**src/rtl/stack_pkg.sv**
```systemverilog
// Shared defaults and request decoding for the LIFO stack.
package stack_pkg;

    localparam int unsigned STACK_WIDTH = 16;
    localparam int unsigned STACK_DEPTH = 8;

    // Encoding is {push, pop}, so the request bits cast straight onto it.
    typedef enum logic [1:0] {
        OP_NONE = 2'b00,
        OP_POP  = 2'b01,
        OP_PUSH = 2'b10,
        OP_SWAP = 2'b11
    } op_e;

    function automatic op_e decode_op(input logic push, input logic pop);
        return op_e'({push, pop});
    endfunction

endpackage

```
**src/rtl/lifo_stack_if.sv**
```systemverilog
// Request/status bundle between the datapath (master) and the stack (slave).
interface lifo_stack_if
    import stack_pkg::*;
#(
    parameter int unsigned WIDTH = STACK_WIDTH,
    parameter int unsigned DEPTH = STACK_DEPTH,
    parameter int unsigned CW    = $clog2(DEPTH + 1)
);

    logic             clear;
    logic             push;
    logic             pop;
    logic [WIDTH-1:0] din;
    logic [WIDTH-1:0] pop_data;
    logic             pop_valid;
    logic [WIDTH-1:0] top;
    logic [CW-1:0]    count;
    logic             full;
    logic             empty;
    logic             ovf;
    logic             unf;

    modport master (
        output clear, push, pop, din,
        input  pop_data, pop_valid, top, count, full, empty, ovf, unf
    );

    modport slave (
        input  clear, push, pop, din,
        output pop_data, pop_valid, top, count, full, empty, ovf, unf
    );

endinterface

```
**src/rtl/stack_ram.sv**
```systemverilog
// DEPTH x WIDTH register array: one synchronous write port, one asynchronous read port.
module stack_ram #(
    parameter int unsigned WIDTH = 16,
    parameter int unsigned DEPTH = 8,
    parameter int unsigned AW    = $clog2(DEPTH)
) (
    input  logic             clk,
    input  logic             we,
    input  logic [AW-1:0]    waddr,
    input  logic [WIDTH-1:0] wdata,
    input  logic [AW-1:0]    raddr,
    output logic [WIDTH-1:0] rdata
);

    localparam logic [AW:0] DepthW = (AW + 1)'(DEPTH);

    logic [WIDTH-1:0] mem [DEPTH];

    // Storage write; contents deliberately not reset.
    always_ff @(posedge clk) begin
        if (we) begin
            mem[waddr] <= wdata;
        end
    end

    // Asynchronous read; addresses past the last entry (non power-of-two DEPTH) read as 0.
    always_comb begin
        rdata = '0;
        if ({1'b0, raddr} < DepthW) begin
            rdata = mem[raddr];
        end
    end

endmodule

```
**src/rtl/lifo_stack.sv**
```systemverilog
// Clocked LIFO: count doubles as the stack pointer, mem[count-1] is the top entry.
module lifo_stack
    import stack_pkg::*;
#(
    parameter int unsigned WIDTH = STACK_WIDTH,
    parameter int unsigned DEPTH = STACK_DEPTH
) (
    input logic         clk,
    input logic         rst,
    lifo_stack_if.slave bus
);

    localparam int unsigned CW = $clog2(DEPTH + 1);
    localparam int unsigned AW = $clog2(DEPTH);
    localparam logic [CW-1:0] DepthC = CW'(DEPTH);

    logic [CW-1:0]    count_q, count_d;
    logic [WIDTH-1:0] pop_data_q, pop_data_d;
    logic             pop_valid_q, pop_valid_d;
    logic             ovf_q, ovf_d;
    logic             unf_q, unf_d;

    logic             full;
    logic             empty;
    logic [AW-1:0]    top_idx;
    logic [AW-1:0]    push_idx;
    logic [WIDTH-1:0] rdata;
    logic             we;
    logic [AW-1:0]    waddr;
    op_e              op;

    assign full     = (count_q == DepthC);
    assign empty    = (count_q == '0);
    // Wraps when empty; the read result is masked off in that case.
    assign top_idx  = AW'(count_q - 1'b1);
    // Truncates to 0 when full; never used for a write then.
    assign push_idx = AW'(count_q);
    assign op       = decode_op(bus.push, bus.pop);

    stack_ram #(
        .WIDTH (WIDTH),
        .DEPTH (DEPTH),
        .AW    (AW)
    ) u_ram (
        .clk   (clk),
        .we    (we),
        .waddr (waddr),
        .wdata (bus.din),
        .raddr (top_idx),
        .rdata (rdata)
    );

    // Next-state decode: clear wins, then the (push, pop) request.
    always_comb begin
        count_d     = count_q;
        pop_data_d  = pop_data_q;
        pop_valid_d = 1'b0;
        ovf_d       = ovf_q;
        unf_d       = unf_q;
        we          = 1'b0;
        waddr       = push_idx;
        if (bus.clear) begin
            count_d    = '0;
            pop_data_d = '0;
            ovf_d      = 1'b0;
            unf_d      = 1'b0;
        end else begin
            unique case (op)
                OP_NONE: begin
                end
                OP_PUSH: begin
                    if (!full) begin
                        we      = 1'b1;
                        count_d = count_q + 1'b1;
                    end else begin
                        ovf_d = 1'b1;
                    end
                end
                OP_POP: begin
                    if (!empty) begin
                        pop_data_d  = rdata;
                        pop_valid_d = 1'b1;
                        count_d     = count_q - 1'b1;
                    end else begin
                        unf_d = 1'b1;
                    end
                end
                OP_SWAP: begin
                    pop_valid_d = 1'b1;
                    if (!empty) begin
                        // Replace top: old top out, din written in its place.
                        pop_data_d = rdata;
                        we         = 1'b1;
                        waddr      = top_idx;
                    end else begin
                        // Nothing stored: din passes straight through.
                        pop_data_d = bus.din;
                    end
                end
                default: begin
                end
            endcase
        end
    end

    // State registers with asynchronous reset.
    always_ff @(posedge clk or posedge rst) begin
        if (rst) begin
            count_q     <= '0;
            pop_data_q  <= '0;
            pop_valid_q <= 1'b0;
            ovf_q       <= 1'b0;
            unf_q       <= 1'b0;
        end else begin
            count_q     <= count_d;
            pop_data_q  <= pop_data_d;
            pop_valid_q <= pop_valid_d;
            ovf_q       <= ovf_d;
            unf_q       <= unf_d;
        end
    end

    // Status outputs are functions of state only.
    always_comb begin
        bus.count     = count_q;
        bus.full      = full;
        bus.empty     = empty;
        bus.top       = empty ? '0 : rdata;
        bus.pop_data  = pop_data_q;
        bus.pop_valid = pop_valid_q;
        bus.ovf       = ovf_q;
        bus.unf       = unf_q;
    end

endmodule

```
**src/flat_wrapper.sv**
```systemverilog
// flat-port wrapper written by rule: the top's interface ports become plain ports
module lifo_stack_flat import stack_pkg::*;
#(
    parameter int unsigned WIDTH = STACK_WIDTH,
    parameter int unsigned DEPTH = STACK_DEPTH
)
  (clk, rst, bus_clear, bus_push, bus_pop, bus_din, bus_pop_data, bus_pop_valid, bus_top, bus_count, bus_full, bus_empty, bus_ovf, bus_unf);
  lifo_stack_if #(.WIDTH(WIDTH), .DEPTH(DEPTH)) bus_i ();
  input logic clk;
  input logic rst;
  input wire logic [$bits(bus_i.clear)-1:0] bus_clear;
  input wire logic [$bits(bus_i.push)-1:0] bus_push;
  input wire logic [$bits(bus_i.pop)-1:0] bus_pop;
  input wire logic [$bits(bus_i.din)-1:0] bus_din;
  output wire logic [$bits(bus_i.pop_data)-1:0] bus_pop_data;
  output wire logic [$bits(bus_i.pop_valid)-1:0] bus_pop_valid;
  output wire logic [$bits(bus_i.top)-1:0] bus_top;
  output wire logic [$bits(bus_i.count)-1:0] bus_count;
  output wire logic [$bits(bus_i.full)-1:0] bus_full;
  output wire logic [$bits(bus_i.empty)-1:0] bus_empty;
  output wire logic [$bits(bus_i.ovf)-1:0] bus_ovf;
  output wire logic [$bits(bus_i.unf)-1:0] bus_unf;
  assign bus_i.clear = bus_clear;
  assign bus_i.push = bus_push;
  assign bus_i.pop = bus_pop;
  assign bus_i.din = bus_din;
  assign bus_pop_data = bus_i.pop_data;
  assign bus_pop_valid = bus_i.pop_valid;
  assign bus_top = bus_i.top;
  assign bus_count = bus_i.count;
  assign bus_full = bus_i.full;
  assign bus_empty = bus_i.empty;
  assign bus_ovf = bus_i.ovf;
  assign bus_unf = bus_i.unf;
  lifo_stack #(.WIDTH(WIDTH), .DEPTH(DEPTH)) u_core (.clk(clk), .rst(rst), .bus(bus_i));
endmodule
```
**config.mk**
```make
export PLATFORM = sky130hd
export DESIGN_NAME = lifo_stack_flat
export DESIGN_NICKNAME = d
export VERILOG_FILES = /design/src/rtl/stack_pkg.sv /design/src/rtl/lifo_stack_if.sv /design/src/rtl/stack_ram.sv /design/src/rtl/lifo_stack.sv /design/src/flat_wrapper.sv
export SDC_FILE = /design/constraint.sdc
export NUM_CORES = 1
export LEC_CHECK = 0
export CAP_MARGIN = 20
export CORE_MARGIN = 2
export CORE_UTILIZATION = 40
export CTS_CLUSTER_DIAMETER = 50
export DETAILED_ROUTE_END_ITERATION = 10
export GPL_TIMING_DRIVEN = 1
export PLACE_DENSITY = 0.69
export SYNTH_ARGS = -nofsm -noshare
export SYNTH_HDL_FRONTEND = slang
export SYNTH_SLANG_ARGS = --single-unit
```
**constraint.sdc**
```tcl
create_clock -name clk -period 3.9 [get_ports clk]
set_input_delay 0.39 -clock clk [delete_from_list [all_inputs] [get_ports clk]]
set_output_delay 0.39 -clock clk [all_outputs]
set_load 0.02 [all_outputs]
```
==> metrics.csv, run 1 <==
stage,metric,value,unit
status,result of the run,"finished, final reports clean",
cts,hold_buf cts,0,
critical_path,Reg2Reg Depth,7,
timing,endpoints failing setup,0,
cells_and_area,utilization after layout,51.4,%
synthesis,"FF+latch count, synth",151,
detailed_routing,final routed wire length divided by cell count,20.9,um
cells_and_area,filler cell count in the final layout,1228,
pwr,net switching share of the total power,34.8,%
floorplan,Site Rows,45,
cts,post-CTS resize count,0,
critical_path,Worst R2R End,u_core.bus.pop_data[15],
grt,pin count of the biggest net entering global routing,46,
grt,remaining global-route overflow,0,
pwr,power density relative to cell area,824,nW/um2
detailed_routing,vias per cell,5.54,
critical_path,element type at the critical path start,flop,
grt,via count of the first global-routing pass,3876,
critical_path,Crit Reg-Reg Startpoint,u_core.bus.count[1],
timing,number of max-slew violations in the final report,0,
timing,Layout Skew,0.00922,ns
critical_path,maximum fanout encountered on the critical timing path,13,
place,Port-buffer cells,61,
cts,Max clock buf depth,2,
timing,Slew @ Worst Pin,1.03,ns
cts,number of buffers inserted during clock tree synthesis,17,
worst_hold_path,Min-Delay Path Class,in2async,
floorplan,die span in y,129,um
timing,setup repair after global routing missed its margin,false,
detailed_routing,aggregate routed wire length,14.3,mm
critical_path,Worst Path Required,3.51,ns
grt,initial antenna violation count,0,
pwr,total internal power,4.22,mW
detailed_routing,number of iterations in the first detailed-routing pass,6,
detailed_routing,number of DRC markers after the initial detailed-route iteration,436,
critical_path,termination of the worst setup path,bus_top[8],
grt,first-pass GRT wire length,22.1,mm
cts,H-tree levels,4,
pwr,Psw,2.25,mW
synthesis,post-synth top area share,61.2,%
critical_path,critical path class,reg2out,
cts,clock latency reported for the late side of the worst-skew pair,0.43,ns
floorplan,die area,16700,um2
job,max-capacitance violation count,0,
synthesis,"Warnings, synthesis",0,
cts,clk sink count,151,
timing,worst slew slack as a fraction of its limit,31.4,%
cells_and_area,antenna diode count,0,
place,detailed-placement wirelength estimate,8.64,mm
pwr,Leakage,2.73,nW
floorplan,standard cell core area,15300,um2
floorplan,effective utilization at floorplan,41.2,%
synthesis,Area contributors post-synth,"edfxtp_1 (61%), mux4_2 (11%), dfrtp_1 (9.2%)",
cts,root buffer cell,clkbuf_16,
cts,clock transition at the registers of the reported paths,0.06,ns
synthesis,share of synthesized area occupied by flip-flops and latches,70.3,%
timing,top achievable clock speed,288,MHz
cells_and_area,share of layout cells above drive strength 1,19.5,%
synthesis,library cells used by synthesis,43,
critical_path,r2r setup slk,1.14,ns
cells_and_area,fin nets,482,
grt,total global-route track usage,18.6,%
timing,fin crit share,89.0,%
detailed_routing,total via count in the routed design,3781,
timing,setup tns final,0,ns
timing,final critical-path required period,3.47,ns
floorplan,Ports,62,
cells_and_area,signed area change from the synthesized netlist to the final layout,24.8,%
pwr,share of power burned in combinational logic,40.9,%
critical_path,WP data arrival,3.08,ns
synthesis,count of mapped cells out of synthesis,383,
synthesis,Syn Nets,406,
synthesis,mean post-synth cell area,16.4,um2
detailed_routing,DRC errors left,0,
cts,number of buffers inserted to repair setup after CTS,0,
detailed_routing,ANT nets after route,0,
synthesis,synthesized cell area,6280,um2
cts,CTS tree,yes,
pwr,peak ir drop on the vdd network,0.397,mV
synthesis,dominant cell type by area after synthesis,edfxtp_1,
pwr,share of power burned in registers,31.5,%
critical_path,crit path capture type,output pin,
critical_path,startpoint of the most critical setup path,u_core.bus.count[1],
place,routability congestion estimate,0.772,
floorplan,DIE WIDTH,129,um
timing,final hold violation count,0,
pwr,portion of total power attributed to the clock network,27.6,%
cells by family after synthesis:
| logic type | Yosys count | share of synthesized area (%) |
|---|---|---|
| mux | 34 | 11.8 |
| buf+inv | 31 | 2.77 |
| compound gates | 64 | 6.97 |
| xor+xnor | 5 | 0.936 |
| simple gates | 96 | 6.83 |
| fa+ha+maj | 2 | 0.398 |
| flops | 151 | 70.3 |
routing by layer:
metal	wire length, um	global-route usage, %
met1	5780	24.1
met3	1140	5.12
met5	0	0
met4	288	7.86
met2	7060	29.7
worst max-delay path, stage by stage, from the launching register on:
cell	delay, ns
dfrtp_1	0.44
inv_1	0.09
ha_1	0.47
xor2_2	0.37
buf_4	0.29
nand2_1	0.07
a21oi_1	0.25
clkdlybuf4s50_1	0.66
stage by stage:
step / cell area (um2) / std cells / power [mW] / hold slack [ns] / worst slack (ns)
after CTS: 7820 / 682 / 6.51 / 0.477 / 0.408
after detailed placement: 7170 / 650 / 4.71 / 0.464 / 0.905
after floorplan: 6280 / 383 / 3.66 / 0.392 / 0.382
final: 7850 / 683 / 6.46 / 0.306 / 0.427
after global placement: 7170 / 650 / 4.68 / 0.455 / 1.00
after global routing: 7850 / 683 / 6.78 / 0.335 / 0.209
cells in the final DEF, fill, tap and decap left out, types with 3 or more instances in the layout:
cell	count
nand2b_1	3
a222oi_1	5
nand2_1	61
inv_1	8
clkinvlp_4	4
nor2_1	14
mux4_2	32
bufinv_16	5
inv_6	3
edfxtp_1	128
a21oi_1	20
buf_4	18
clkbuf_16	17
a22oi_1	22
o21ai_0	5
dfrtp_1	22
clkdlybuf4s50_1	61
state kept, by name, indices dropped and copies added (netlist names):
| register | cells |
|---|---|
| u_core.u_ram.mem | 128 |
| u_core.bus.pop_data | 16 |
| u_core.bus.count | 4 |
| u_core.bus.ovf | 1 |
| u_core.bus.pop_valid | 1 |
| u_core.bus.unf | 1 |
worst min-delay path by stage:
| stage | slack, ns | to | cells past startpoint | from |
|---|---|---|---|---|
| floorplan | 0.39 | u_core.bus.count[0] | 1 | rst |
| global placement | 0.46 | u_core.bus.pop_data[15] | 2 | u_core.bus.pop_data[15] |
| detailed placement | 0.46 | u_core.bus.pop_data[11] | 2 | u_core.bus.pop_data[11] |
| CTS | 0.48 | u_core.bus.pop_data[11] | 2 | u_core.bus.pop_data[11] |
| global route | 0.34 | u_core.bus.pop_data[2] | 2 | rst |
| finish | 0.31 | u_core.bus.pop_data[2] | 2 | rst |
synthesized netlist by cell type:
cell       number
dfrtp_1        23
clkbuf_1        2
nor2_2          1
inv_1           8
buf_4           5
xnor2_1         2
buf_6           3
nor3b_1         1
ha_1            2
mux4_2         32
nor2b_1         2
and3b_1         1
xor2_2          1
or3b_1          1
o21a_1          2
o21ai_1         1
nand2b_1        3
a21oi_2         1
o22a_1          1
nor3b_2         1
and2b_2         1
o31a_1          1
a2111oi_0       1
nand3b_1        2
a31oi_1         1
xnor2_2         1
buf_2          13
a21oi_1        20
o22ai_2         1
mux2i_1         2
a22oi_1        22
nor2_1         14
o21ai_0         5
a222oi_1        5
nor3_1          3
or3_1           1
xor2_1          1
or4_1           2
a22o_1          1
nand2_1        61
and3_1          2
edfxtp_1      128
o31ai_1         2
cell type report:
class / instances / area, um2 / area share [%]
clock buffer: 17 / 425 / 5.42
clock inverter: 15 / 224 / 2.85
inverter: 8 / 30.0 / 0.383
multi-input combinational: 201 / 1710 / 21.8
sequential: 151 / 4420 / 56.3
tap: 211 / 264 / 3.37
timing repair buffer: 80 / 773 / 9.86
power by group through the flow:
| stage | combinational (mW) | sequential [mW] | clock [mW] |
|---|---|---|---|
| 2_1_floorplan | 1.51 | 2.15 | 0 |
| 3_3_place_gp | 2.63 | 2.06 | 0 |
| 3_5_place_dp | 2.64 | 2.07 | 0 |
| 4_1_cts | 2.67 | 2.04 | 1.80 |
| 5_1_grt | 2.85 | 2.05 | 1.88 |
| 6_report | 2.65 | 2.04 | 1.78 |
Power figures use the tool's default switching activity.
==> inputs of run 2 (changes only) <==
--- a/config.mk
+++ b/config.mk
@@ -13,3 +13,2 @@
 export GPL_TIMING_DRIVEN = 1
-export PLACE_DENSITY = 0.69
 export SYNTH_ARGS = -nofsm -noshare
==> constraint.sdc (replaced) <==
create_clock -name clk -period 4.18 [get_ports clk]
set_input_delay 0.418 -clock clk [delete_from_list [all_inputs] [get_ports clk]]
set_output_delay 0.418 -clock clk [all_outputs]
set_load 0.005 [all_outputs]
==> run 2 against run 1 <==
Setup slack gained 0.26 ns. Global-route usage shrank 0.22 points. Clock power shrank 12%. Sequential power shrank 7%. Core utilization shrank 0.20 points. Worst hold slack gained 0.11 ns. Total power shrank 13%. Count of clock-buffer cells in the layout grew 7.
==> metrics.csv, run 2 (synthesis gave the netlist of run 1 again) <==
stage,metric,value,unit
timing,number of max-slew violations in the final report,0,
cts,clk sink count,151,
critical_path,crit path capture type,output pin,
detailed_routing,number of DRC markers after the initial detailed-route iteration,361,
cts,hold_buf cts,0,
cts,Max clock buf depth,2,
detailed_routing,vias per cell,5.51,
floorplan,Site Rows,45,
timing,final hold violation count,0,
grt,total global-route track usage,18.3,%
floorplan,standard cell core area,15300,um2
grt,remaining global-route overflow,0,
cts,number of buffers inserted to repair setup after CTS,0,
timing,Layout Skew,0.00546,ns
floorplan,effective utilization at floorplan,41.2,%
cts,CTS tree,yes,
cts,post-CTS resize count,0,
place,detailed-placement wirelength estimate,8.91,mm
place,routability congestion estimate,0.731,
critical_path,Reg2Reg Depth,7,
critical_path,WP data arrival,3.07,ns
cells_and_area,fin nets,483,
grt,pin count of the biggest net entering global routing,46,
critical_path,Crit Reg-Reg Startpoint,u_core.bus.count[1],
critical_path,element type at the critical path start,flop,
detailed_routing,DRC errors left,0,
critical_path,Worst Path Required,3.76,ns
cells_and_area,"flip-flop count of the largest register, all copies and words added",128,
cells_and_area,signed area change from the synthesized netlist to the final layout,24.3,%
detailed_routing,ANT nets after route,0,
status,result of the run,"finished, final reports clean",
detailed_routing,aggregate routed wire length,14.5,mm
cts,H-tree levels,4,
cells_and_area,filler cell count in the final layout,1251,
timing,fin crit share,83.6,%
cts,root buffer cell,clkbuf_16,
cts,number of buffers inserted during clock tree synthesis,17,
timing,worst slew slack as a fraction of its limit,27.4,%
cts,clock latency reported for the late side of the worst-skew pair,0.42,ns
critical_path,Worst R2R End,u_core.u_ram.mem[3][7],
place,instance area at placement,7200,um2
timing,top achievable clock speed,286,MHz
worst_hold_path,Min-Delay Path Class,in2async,
critical_path,maximum fanout encountered on the critical timing path,12,
pwr,power density relative to cell area,720,nW/um2
cells_and_area,final non-filler cell area,7810,um2
cells_and_area,"leading cell types in the layout, fill and taps excluded","edfxtp_1 (128), nand2_1 (61), clkdlybuf4s50_1 (61)",
detailed_routing,number of iterations in the first detailed-routing pass,7,
detailed_routing,total via count in the routed design,3767,
detailed_routing,final routed wire length divided by cell count,21.1,um
timing,endpoints failing setup,0,
floorplan,DIE WIDTH,129,um
job,max-capacitance violation count,0,
cts,clock transition at the registers of the reported paths,0.06,ns
cells_and_area,antenna diode count,0,
cells_and_area,most common library cell in the layout ignoring fill and taps,edfxtp_1,
floorplan,die area,16700,um2
cells_and_area,share of layout cells above drive strength 1,19.2,%
cells_and_area,Reg with most FFs,u_core.u_ram.mem,
critical_path,critical path class,reg2out,
pwr,peak ir drop on the vdd network,0.315,mV
timing,setup tns final,0,ns
grt,via count of the first global-routing pass,3800,
timing,setup repair after global routing missed its margin,false,
place,Port-buffer cells,61,
critical_path,r2r setup slk,1.33,ns
floorplan,die span in y,129,um
grt,first-pass GRT wire length,22.0,mm
timing,Slew @ Worst Pin,1.09,ns
pwr,Leakage,2.73,nW
timing,final critical-path required period,3.49,ns
grt,initial antenna violation count,0,
floorplan,Ports,62,
-- run 2: cell count changes in the layout (fill, tap and decap cells not counted), sizes merged --
cell / previous run / this run
clkbuf: 17 / 24
bufinv: 5 / 3
inv: 11 / 8
clkinv: 3 / 5
buf: 19 / 20
clkinvlp: 4 / 0
-- run 2: layout make-up --
cell class | count | area [um2] | area share, %
multi-input cells | 201 | 1710 | 21.9
well taps | 211 | 264 | 3.38
repair buffers | 81 | 781 | 9.99
clock buffers | 24 | 492 | 6.29
clock inverters | 8 | 119 | 1.52
flip-flops and latches | 151 | 4420 | 56.6
inverters | 8 | 30.0 | 0.384
-- run 2: worst max path at each step --
| stage | start | end | slack, ns | cells past startpoint |
|---|---|---|---|---|
| finish | u_core.bus.count[1] | bus_top[5] | 0.69 | 7 |
| global route | u_core.bus.count[1] | bus_top[5] | 0.46 | 7 |
| CTS | u_core.bus.count[1] | bus_top[5] | 0.65 | 7 |
| detailed placement | u_core.bus.count[1] | bus_top[5] | 1.12 | 7 |
| global placement | u_core.bus.count[1] | bus_top[15] | 1.17 | 7 |
| floorplan | u_core.bus.count[0] | u_core.u_ram.mem[3][0] | 0.78 | 9 |
-- run 2: report_power, final --
part           switching (mW)  internal, mW  total (mW)
combinational            1.10          1.06        2.16
clock                   0.571         0.999        1.57
sequential             0.0990          1.80        1.90
-- run 2: per-stage QoR --
step	total power [mW]	hold WS (ns)	utilization, %	cells	setup WS [ns]
after detailed placement	4.09	0.464	47.2	652	1.12
after global placement	4.06	0.453	47.0	651	1.17
final	5.62	0.416	51.2	684	0.688
after CTS	5.67	0.428	51.2	684	0.651
after floorplan	3.11	0.420	-	383	0.779
after global routing	5.90	0.464	51.2	684	0.460
-- run 2: layer usage --
layer,global-route usage [%],vias to the layer above,wire length [um]
met4,7.67,0,308
met2,28.0,139,6850
met1,25.5,1956,6390
met5,0,-,0
li1,-,1647,-
met3,4.34,25,910
-- run 2: critical path, cell delays in order (launching register included) --
cell             delay (ns)
dfrtp_1                0.43
inv_1                  0.08
ha_1                   0.44
xor2_2                 0.63
buf_4                  0.31
nand2_1                0.06
a21oi_1                0.18
clkdlybuf4s50_1        0.52
==> inputs of run 3 (changes only) <==
clock period = 3.5 ns   (was 4.18 ns; I/O delays follow)
==> run 3 against run 2 <==
Critical path depth shrank 1. Non-clock buffer count rose by 1. Total power rose by 20%. Sequential power grew 19%. Setup slack worse by 0.48 ns. Clock skew grew 0.0054 ns. Largest power group unchanged.
==> metrics.csv, run 3 (synthesis gave the netlist of run 1 again) <==
stage,metric,value,unit
status,result of the run,"finished, final reports clean",
detailed_routing,ANT nets after route,0,
timing,Layout Skew,0.0109,ns
pwr,portion of total power attributed to the clock network,27.8,%
detailed_routing,total via count in the routed design,3759,
critical_path,total buffers and inverters traversed by the critical path,3,
job,max-capacitance violation count,0,
floorplan,die area,16700,um2
pwr,Leakage,2.75,nW
timing,final hold violation count,0,
pwr,peak ir drop on the vdd network,0.405,mV
cells_and_area,"flip-flop count of the largest register, all copies and words added",128,
critical_path,"slowest stage cell, crit path",nor3b_4,
timing,Slew @ Worst Pin,0.835,ns
pwr,share of power burned in registers,33.6,%
grt,total global-route track usage,18.7,%
critical_path,crit-path max cell delay,0.58,ns
critical_path,WP data arrival,2.94,ns
grt,initial antenna violation count,0,
timing,setup tns final,0,ns
critical_path,maximum fanout encountered on the critical timing path,14,
detailed_routing,number of DRC markers after the initial detailed-route iteration,354,
cells_and_area,fin nets,484,
cts,root buffer cell,clkbuf_16,
timing,number of max-slew violations in the final report,0,
critical_path,cell family with the largest share of critical-path delay,buffers and inverters,
timing,top achievable clock speed,304,MHz
cts,H-tree levels,4,
floorplan,standard cell core area,15300,um2
cells_and_area,final non-filler cell area,7880,um2
cts,Max clock buf depth,2,
place,detailed-placement wirelength estimate,8.91,mm
timing,final critical-path required period,3.29,ns
detailed_routing,aggregate routed wire length,14.8,mm
cells_and_area,most common library cell in the layout ignoring fill and taps,edfxtp_1,
cts,number of buffers inserted during clock tree synthesis,17,
timing,worst hold margin,0.226,ns
floorplan,die span in y,129,um
pwr,Psw,2.12,mW
pwr,power density relative to cell area,856,nW/um2
floorplan,DIE WIDTH,129,um
grt,pin count of the biggest net entering global routing,46,
detailed_routing,final routed wire length divided by cell count,21.6,um
critical_path,critical path class,reg2out,
pwr,Total Power,6.74,mW
cells_and_area,share of layout cells above drive strength 1,19.4,%
timing,fin crit share,94.1,%
grt,first-pass GRT wire length,22.3,mm
timing,worst slew slack as a fraction of its limit,44.3,%
floorplan,Site Rows,45,
cts,clk sink count,151,
timing,endpoints failing setup,0,
pwr,total internal power,4.63,mW
critical_path,element type at the critical path start,flop,
cells_and_area,Reg with most FFs,u_core.u_ram.mem,
place,instance area at placement,7260,um2
pwr,net switching share of the total power,31.4,%
floorplan,Ports,62,
grt,via count of the first global-routing pass,3679,
timing,setup repair after global routing missed its margin,false,
pwr,share of power burned in combinational logic,38.6,%
critical_path,Worst Path Required,3.15,ns
cells_and_area,"leading cell types in the layout, fill and taps excluded","edfxtp_1 (128), nand2_1 (61), clkdlybuf4s50_1 (61)",
cells_and_area,signed area change from the synthesized netlist to the final layout,25.4,%
critical_path,worst-path cell chain,inv_1 -> ha_1 -> nor3b_4 -> buf_4 -> a21oi_1 -> clkdlybuf4s50_1,
worst_hold_path,Min-Delay Path Class,in2async,
detailed_routing,number of iterations in the first detailed-routing pass,5,
grt,remaining global-route overflow,0,
cts,number of buffers inserted to repair setup after CTS,0,
detailed_routing,vias per cell,5.49,
critical_path,crit path capture type,output pin,
critical_path,r2r setup slk,0.44,ns
cells_and_area,antenna diode count,0,
cts,CTS tree,yes,
cts,clock latency reported for the late side of the worst-skew pair,0.42,ns
place,routability congestion estimate,0.773,
floorplan,effective utilization at floorplan,41.2,%
place,Port-buffer cells,61,
cts,clock transition at the registers of the reported paths,0.06,ns
detailed_routing,DRC errors left,0,
[run 3: per-stage QoR]
| step | std cells | utilization (%) | setup slack (ns) |
|---|---|---|---|
| 2_1_floorplan | 383 | - | 0.0986 |
| 3_3_place_gp | 652 | 47.4 | 0.644 |
| 3_5_place_dp | 653 | 47.6 | 0.559 |
| 4_1_cts | 685 | 51.6 | 0.114 |
| 5_1_grt | 685 | 51.7 | 0.0576 |
| 6_report | 685 | 51.7 | 0.208 |
[run 3: power by group through the flow]
stage | clock [mW] | combinational [mW] | sequential, mW
floorplan | 0 | 1.44 | 2.27
global placement | 0 | 2.59 | 2.29
CTS | 1.91 | 2.60 | 2.26
detailed placement | 0 | 2.59 | 2.30
global route | 1.98 | 2.80 | 2.29
finish | 1.87 | 2.60 | 2.27
[run 3: path summary, 6_finish.rpt]
kind	cells past startpoint	startpoint	to
hold / removal	2	rst	u_core.bus.pop_data[4]
max in group asynchronous	3	rst	u_core.bus.count[0]
min in group clk	2	u_core.bus.pop_data[12]	u_core.bus.pop_data[12]
hold reg to reg	2	u_core.bus.pop_data[12]	u_core.bus.pop_data[12]
setup reg to reg	8	u_core.bus.count[1]	u_core.bus.pop_data[9]
setup / recovery	6	u_core.bus.count[1]	bus_top[3]
[run 3: metal layers]
metal | GRT usage (%) | part of all wire, % | up-vias
met1 | 26.7 | 44 | 1943
met3 | 4.50 | 6.6 | 18
met4 | 7.54 | 1.9 | 0
met2 | 27.7 | 47 | 147
li1 | - | - | 1651
met5 | 0 | 0 | -
[run 3: cell type report]
class,instances,area (um2)
Fill cell,1262,7380
Sequential cell,151,4420
Multi-Input combinational cell,201,1720
Timing Repair Buffer,82,838
Clock buffer,24,492
Tap cell,211,264
Clock inverter,8,119
Inverter,8,30.0
[run 3: repair_timing]
| item | CTS | global route |
|---|---|---|
| endpoints found under the setup margin | 0 | 16 |
| resized for setup | 0 | 1 |
| hold buffers | 0 | 0 |
[run 3: worst reg2reg max path, delay by kind of cell, from the launching register on]
family | cells | cell delay (ns)
AO/OA/AOI/OAI | 1 | 0.12
buffers and inverters | 3 | 0.74
adder cells (fa/ha/maj) | 1 | 0.50
flip-flops | 1 | 0.44
AND/OR/NAND/NOR | 3 | 1.18
